==> src/rtl/frog_collision_ctrl.sv <==
// ---------------------------------------------------------------------------
// frog_collision_ctrl
//
// Purpose:
//   Detects overlap between the frog and a multi-cell car body that can wrap
//   across the right grid edge. Runs the lives / hit / game-over sequencing
//   and tells the frog controller when to respawn. Outputs feed the renderer
//   (freeze, game-over screen) and the 7-segment lives display.
//
// Ports:
//   i_Clk         system clock
//   i_Rst_L       synchronous reset, active low
//   i_Frame_Tick  one-cycle pulse per video frame
//   i_Start       one-cycle restart request (debounced upstream)
//   i_Car_X/Y     car head cell and row
//   i_Frog_X/Y    frog cell and row
//   o_Hit         one-cycle pulse when a collision is accepted
//   o_Frog_Reset  one-cycle pulse, frog returns to its start cell
//   o_Freeze      high in HIT and GAME_OVER, movement blocks stall
//   o_Game_Over   high in GAME_OVER
//   o_Lives       remaining lives
//
// State table:
//   state     | meaning
//   ----------+---------------------------------------------------------
//   PLAY      | normal play, a registered overlap takes a life
//   HIT       | frozen, counting frame ticks before respawn or game over
//   GAME_OVER | frozen with zero lives, waiting for i_Start
// ---------------------------------------------------------------------------
module frog_collision_ctrl #(
    parameter int c_MAX_X        = 20,
    parameter int c_CAR_LEN      = 2,
    parameter int c_INIT_LIVES   = 3,
    parameter int c_HIT_FRAMES   = 30,
    parameter int c_BLANK_CYCLES = 2
) (
    input  logic       i_Clk,
    input  logic       i_Rst_L,
    input  logic       i_Frame_Tick,
    input  logic       i_Start,
    input  logic [5:0] i_Car_X,
    input  logic [5:0] i_Car_Y,
    input  logic [5:0] i_Frog_X,
    input  logic [5:0] i_Frog_Y,
    output logic       o_Hit,
    output logic       o_Frog_Reset,
    output logic       o_Freeze,
    output logic       o_Game_Over,
    output logic [2:0] o_Lives
);

    localparam int c_FRAME_W = (c_HIT_FRAMES > 1) ? $clog2(c_HIT_FRAMES) : 1;
    localparam int c_BLANK_W = (c_BLANK_CYCLES > 0) ? $clog2(c_BLANK_CYCLES + 1) : 1;

    localparam logic [6:0]           c_MAX_X7     = 7'(c_MAX_X);
    localparam logic [6:0]           c_CAR_LEN7   = 7'(c_CAR_LEN);
    localparam logic [2:0]           c_LIVES_INIT = 3'(c_INIT_LIVES);
    // Frame timer counts down; the tick that arrives at zero ends the freeze,
    // which is the c_HIT_FRAMES-th tick after entering HIT.
    localparam logic [c_FRAME_W-1:0] c_FRAME_LOAD = c_FRAME_W'(c_HIT_FRAMES - 1);
    localparam logic [c_BLANK_W-1:0] c_BLANK_LOAD = c_BLANK_W'(c_BLANK_CYCLES);

    typedef enum logic [1:0] {
        PLAY      = 2'd0,
        HIT       = 2'd1,
        GAME_OVER = 2'd2
    } state_t;

    state_t                 r_State;
    logic                   r_Overlap;
    logic [c_FRAME_W-1:0]   r_Frame_Cnt;
    logic [c_BLANK_W-1:0]   r_Blank_Cnt;

    logic [6:0] w_Car_X;
    logic [6:0] w_Frog_X;
    logic [6:0] w_Dist;
    logic       w_In_Range;
    logic       w_Overlap;

    // Distance from car head to frog, measured toward increasing X with
    // wrap. 7-bit so the wrapped sum cannot overflow even for bad X values.
    always_comb begin
        w_Car_X  = {1'b0, i_Car_X};
        w_Frog_X = {1'b0, i_Frog_X};
        if (w_Frog_X >= w_Car_X) begin
            w_Dist = w_Frog_X - w_Car_X;
        end else begin
            w_Dist = w_Frog_X + c_MAX_X7 - w_Car_X;
        end
        w_In_Range = (w_Car_X < c_MAX_X7) && (w_Frog_X < c_MAX_X7);
        w_Overlap  = (i_Car_Y == i_Frog_Y) && w_In_Range && (w_Dist < c_CAR_LEN7);
    end

    always_ff @(posedge i_Clk) begin
        if (!i_Rst_L) begin
            r_State      <= PLAY;
            r_Overlap    <= 1'b0;
            r_Frame_Cnt  <= '0;
            r_Blank_Cnt  <= '0;
            o_Hit        <= 1'b0;
            o_Frog_Reset <= 1'b0;
            o_Freeze     <= 1'b0;
            o_Game_Over  <= 1'b0;
            o_Lives      <= c_LIVES_INIT;
        end else begin
            r_Overlap    <= w_Overlap;
            o_Hit        <= 1'b0;
            o_Frog_Reset <= 1'b0;

            // Blanking hides an overlap that was registered before the frog
            // actually moved back to its start cell.
            if (r_Blank_Cnt != '0) begin
                r_Blank_Cnt <= r_Blank_Cnt - 1'b1;
            end

            case (r_State)
                PLAY: begin
                    if (r_Overlap && (r_Blank_Cnt == '0)) begin
                        r_State     <= HIT;
                        o_Hit       <= 1'b1;
                        o_Freeze    <= 1'b1;
                        r_Frame_Cnt <= c_FRAME_LOAD;
                        if (o_Lives != '0) begin
                            o_Lives <= o_Lives - 1'b1;
                        end
                    end
                end

                HIT: begin
                    if (i_Frame_Tick) begin
                        if (r_Frame_Cnt == '0) begin
                            if (o_Lives == '0) begin
                                r_State     <= GAME_OVER;
                                o_Game_Over <= 1'b1;
                            end else begin
                                r_State      <= PLAY;
                                o_Freeze     <= 1'b0;
                                o_Frog_Reset <= 1'b1;
                                r_Blank_Cnt  <= c_BLANK_LOAD;
                            end
                        end else begin
                            r_Frame_Cnt <= r_Frame_Cnt - 1'b1;
                        end
                    end
                end

                GAME_OVER: begin
                    if (i_Start) begin
                        r_State      <= PLAY;
                        o_Freeze     <= 1'b0;
                        o_Game_Over  <= 1'b0;
                        o_Lives      <= c_LIVES_INIT;
                        o_Frog_Reset <= 1'b1;
                        r_Blank_Cnt  <= c_BLANK_LOAD;
                    end
                end

                default: begin
                    r_State     <= PLAY;
                    o_Freeze    <= 1'b0;
                    o_Game_Over <= 1'b0;
                end
            endcase
        end
    end

endmodule
==> config.mk <==
export PLATFORM = sky130hd
export DESIGN_NAME = frog_collision_ctrl
export DESIGN_NICKNAME = d
export VERILOG_FILES = /design/src/rtl/frog_collision_ctrl.sv
export SDC_FILE = /design/constraint.sdc
export NUM_CORES = 1
export LEC_CHECK = 0
export ABC_AREA = 1
export BUFFER_PORTS_ARGS = -buffer_cell sky130_fd_sc_hd__buf_2
export CORE_ASPECT_RATIO = 1.5
export CORE_MARGIN = 5
export CORE_UTILIZATION = 55
export CTS_CLUSTER_DIAMETER = 150
export CTS_CLUSTER_SIZE = 8
export DETAILED_ROUTE_END_ITERATION = 8
export PLACE_DENSITY = 0.86
export SLEW_MARGIN = 5
export SYNTH_ARGS = -nofsm -noshare
export SYNTH_HDL_FRONTEND = slang
export SYNTH_SLANG_ARGS = --single-unit
==> constraint.sdc <==
create_clock -name i_Clk -period 4.5 [get_ports i_Clk]
set_clock_uncertainty 0.2 [all_clocks]
set_input_delay 0.225 -clock i_Clk [delete_from_list [all_inputs] [get_ports i_Clk]]
set_output_delay 0.225 -clock i_Clk [all_outputs]
set_load 0.01 [all_outputs]
# ---- Word level (Yosys, flattened, before mapping)
# Cells that the tools add are included.
dict set report word_totals {
  input_bits 28
  wordCells 86
  out_inout_bits 7
  reg_bits 17
}
dict set report op_classes {
  n_reduce_logical 18
  n_mux 37
  add_sub_neg 6
  n_bitwise 1
  eq_ne 11
  magnitude_cmp 4
}
# operator count
set ops {}
lappend ops {{$mux 2} 10}
lappend ops {{$ne 2x2->1 const B} 8}
lappend ops {{$mux 5} 3}
lappend ops {{$mux 1} 13}
lappend ops {{$lt 6x5->1 const B} 2}
lappend ops {{$reduce_and 4->1} 3}
lappend ops {{$pmux 5 s2} 1}
lappend ops {{$reduce_and 5->1} 2}
lappend ops {{$mux 3} 3}
lappend ops {{$add 6x5->7 const B} 1}
lappend ops {{$lt 7x2->1 const B} 1}
lappend ops {{$mux 7} 1}
lappend ops {{$sub 6x6->7} 1}
lappend ops {{$sub 7x6->7} 1}
lappend ops {{$eq 6x6->1} 1}
lappend ops {{$ge 6x6->1} 1}
lappend ops {{$pmux 1 s3} 2}
lappend ops {{$pmux 2 s3} 1}
lappend ops {{$pmux 3 s2} 1}
lappend ops {{$reduce_bool 2->1} 3}
lappend ops {{$logic_not 5->1} 1}
lappend ops {{$sub 5x1->5 const B} 1}
lappend ops {{$logic_and 1x1->1} 4}
lappend ops {{$logic_not 2->1} 2}
lappend ops {{other kinds (10)} 10}

# ---- Longest topological paths before layout
dict set report depth {
  ltp_word 6
  mapped_depth 13
  ltp_nobuf 13
}

# ---- Worst setup path before layout
# No wires, ideal clock.
dict set report synth_timing {
  kind {in2reg}
  start {input i_Car_X[1]}
  end {register r_Overlap}
  required_ps 4236
  cell_stages 11
  setup_slack_ps 2295
  setup_time_ps 64
  n_path_buf 0
  t_arrival_ps 1941
  cell_sequence {inv_1 ha_1 fa_1 inv_1 ha_1 or2_2 a21oi_1 nand2_1 a21oi_1 nand2_1 nor2_1}
}
dict set report synth_via {
  elab_chain_cells 4
  elab_cells_between_ends 9
  cone_classes {2 x add/sub; 3 x order compare; 1 x mux; 3 x reduce/logical}
}
# item line
set synth_lines {}
lappend synth_lines {{start, declared} 41} ;# input logic [5:0] i_Car_X,
lappend synth_lines {{$sub 7x6->7, or another cell as far along} 88} ;# w_Dist = w_Frog_X + c_MAX_X7 - w_Car_X;
lappend synth_lines {{$mux 7 / $logic_and 1x1->1 (equally long branches)} {85, 90}}
lappend synth_lines {{$lt 7x2->1 / $logic_and 1x1->1 (equally long branches)} 91} ;# w_Overlap = (i_Car_Y == i_Frog_Y) && w_In_Range && (w_Dist < c_CAR_LEN7);
lappend synth_lines {{$logic_and 1x1->1 (*)} 91}
lappend synth_lines {{end signal, assigned} 106} ;# r_Overlap <= w_Overlap;
lappend synth_lines {{end, declared} 70} ;# logic r_Overlap;
# Every way passes the cells marked *; elsewhere a longest branch is shown, timed or not.
# A chain may end at the register's enable or synchronous reset.

# ---- Worst setup path in the final report
# Ends and elaborated chain as after synthesis.

==> results.md <==
* Status: completed
* Post-route setup slack at 2397 ps
* Vias in the first global route at 1,596
* Total Power at 870.1 uW
* Via count at 1,694
* Sink Count at 17
* Critical path class: in -> reg
* Asr flop ratio synth at 0
* WL/cell at 10.91 microns
* Gr ovfl total at 0
* Worst hold-check path type: in -> reg
* Via density at 5.072
* Multi-input logic area at 1142 sq um
* Startpoint type of the worst setup path: primary input
* Max_cap viols at 0
* First DRT Iteration DRCs at 38
* Syn Area/Cell at 6.503 sq um
* Syn. warnings at 0
* Switching power at 416.9 uW
* Post-DRT Antenna Nets at 0
* CTS tree: done
* Synthesized cell area at 1678 sq um
* Core box area at 2913 sq um
* Inst Count DP at 330
* Total wire length at 3645 microns
* Mapped Nets at 310
* Area Growth Syn to Fin at 15.36%
* Final Slew Violations at 0
* Hold Violations, Final at 0
* Slew headroom at 0.8300
* Non-filler instance count after layout at 334
* Post-synthesis sequential area ratio at 0.2028
* Starting Density at 0.5760
* Count of cell types in the netlist at 31
* Clock power share at 0.133
* Reg power frac at 0.254
* CTS clk-pin slew, worst paths at 70 ps
* Worst skew pair latency at 260 ps
* Post_cts resized at 0
* Final period util at 0.4673
* Place WS at 2125 ps
* Cts hold-fix bufs at 0
* Pwr dens at 449.5 nW/um^2
* Main synth FF type: dfxtp_1
* RSZ-0062 raised after global routing: false
* Comb pwr share at 0.613
* Setup crit end kind: flop
* CTS root buffer: clkbuf_8
* Setup TNS at 0 ps
* Fill cells at 282
* Worst path arrival time at 2110 ps
* Diode count at 0
* RePlAce Congestion at 0.8992
* Peak VDD IR at 0.0002247 V
* Final setup vio count at 0
* Router iterations before antenna repair at 5
* Ports at 35
* Row cnt at 24
* Largest net degree at the start of global routing at 11
* First-pass GRT wire length at 6009 microns
* Fin crit period at 2103 ps
* Register bit total from synthesis at 17
* Post-CTS setup buffer count at 0
* GRT Util Overall at 0.1850
* Die H at 77.65 microns
* Final nets at 348
* WP data required at 4500 ps
* Int Power at 453.2 uW
* Initial antenna violation count at 0
* Port Buf Inserts at 34
* Maximum buffer depth of the clock tree at 2
* Gate Count Post-Synth at 258
* Layout cells sized above 1 at 0.2068
* Die X at 55.10 microns
* Slew @ Worst Pin at 253.4 ps
* Die area at 4278 sq um
* Fmax at 475.6 MHz
* Cts bufs inserted at 3
* FF/Latch Area at 340.3 sq um
* LEAKAGE at 1.041 nW
* Crit Path Max Fanout at 3
* Net Sw Frac at 0.4792
* Hpwl dp at 3091 microns
* Drt drc at 0
* Final core occ at 0.6645
* H-tree lvl count at 1
* EDFF count, synth at 0
-- state kept, by name, indices dropped and copies added (netlist names) --
register      count
o_Game_Over       1
r_Overlap         1
r_Frame_Cnt       5
o_Hit             1
r_State           2
o_Frog_Reset      1
o_Freeze          1
o_Lives           3
r_Blank_Cnt       2
-- Yosys cell counts (all sizes together) (2+ instances only) --
library cell,number,area share
nand3,16,0.051
o21ai,15,0.051
nand4,4,0.015
nand2,68,0.16
inv,49,0.11
xnor2,3,0.016
or2,4,0.015
a21oi,18,0.054
o211ai,4,0.018
nor3,2,0.0089
fa,3,0.036
ha,21,0.16
dfxtp,17,0.20
nor2,25,0.066
xor2,2,0.010
-- stage by stage --
stage	hold WS [ps]	cell area, sq um
2_1_floorplan	217.9	1678
4_1_cts	64.72	1936
3_5_place_dp	238.9	1889
6_report	65.38	1936
3_3_place_gp	229.3	1889
5_1_grt	86.80	1936
-- area by class of cell --
class	instances	area share
inverters	50	0.09696
well taps	39	0.02521
flip-flops and latches	17	0.1758
clock inverters	1	0.002586
clock buffers	3	0.02133
repair buffers	34	0.08791
multi-input cells	190	0.5902
-- cells in the final DEF, fill, tap and decap left out, drive strengths merged, types with 2 or more instances in the layout --
master / netlist / layout
nand4: 4 / 4
or2: 4 / 4
clkinv: 1 / 2
o21ai: 15 / 15
buf: 1 / 34
o211ai: 4 / 4
dfxtp: 17 / 17
a21oi: 18 / 18
fa: 3 / 3
ha: 21 / 21
nand2: 68 / 68
inv: 49 / 49
nand3: 16 / 16
nor3: 2 / 2
clkbuf: 0 / 3
xnor2: 3 / 3
nor2: 25 / 25
xor2: 2 / 2
-- power groups by stage --
stage | clock network, mW | registers (mW) | logic [mW]
detailed placement | 0 | 0.225 | 0.531
floorplan | 0 | 0.227 | 0.419
CTS | 0.118 | 0.221 | 0.536
global placement | 0 | 0.224 | 0.523
finish | 0.115 | 0.221 | 0.534
global route | 0.124 | 0.225 | 0.612
-- logic make-up (layout without fill, tap and decap cells) --
logic type      after synthesis  in the layout  synth area share
flops                        17             17            0.2028
compound gates               41             41            0.1410
xor+xnor                      5              5           0.02610
buf+inv                      51             88            0.1163
simple gates                120            120            0.3214
fa+ha+maj                    24             24            0.1924
-- path summary, 6_finish.rpt --
path,start,end,slack (ps),cells past startpoint
worst max register to register,r_State[1],r_Frame_Cnt[2],2770,9
worst max-delay path,i_Car_X[1],r_Overlap,2400,12
worst min register to register,r_Blank_Cnt[0],r_Blank_Cnt[0],250,1
worst min-delay path,i_Rst_L,o_Lives[0],70,2
-- layer usage --
metal  share of wire  vias up  global-route usage
met3           0.024        9             0.02299
li1                -      892                   -
met4           0.032        0              0.1071
met5               0        -                   0
met1            0.37      768              0.1673
met2            0.57       25              0.3566
-- worst max-delay path, stage by stage --
cell	delay (ps)
buf_2	70
inv_1	70
ha_1	220
fa_1	470
inv_1	50
ha_1	280
or2_2	290
a21oi_1	110
nand2_1	60
a21oi_1	120
nand2_1	60
nor2_1	80
(Power assumes the default switching activity.)
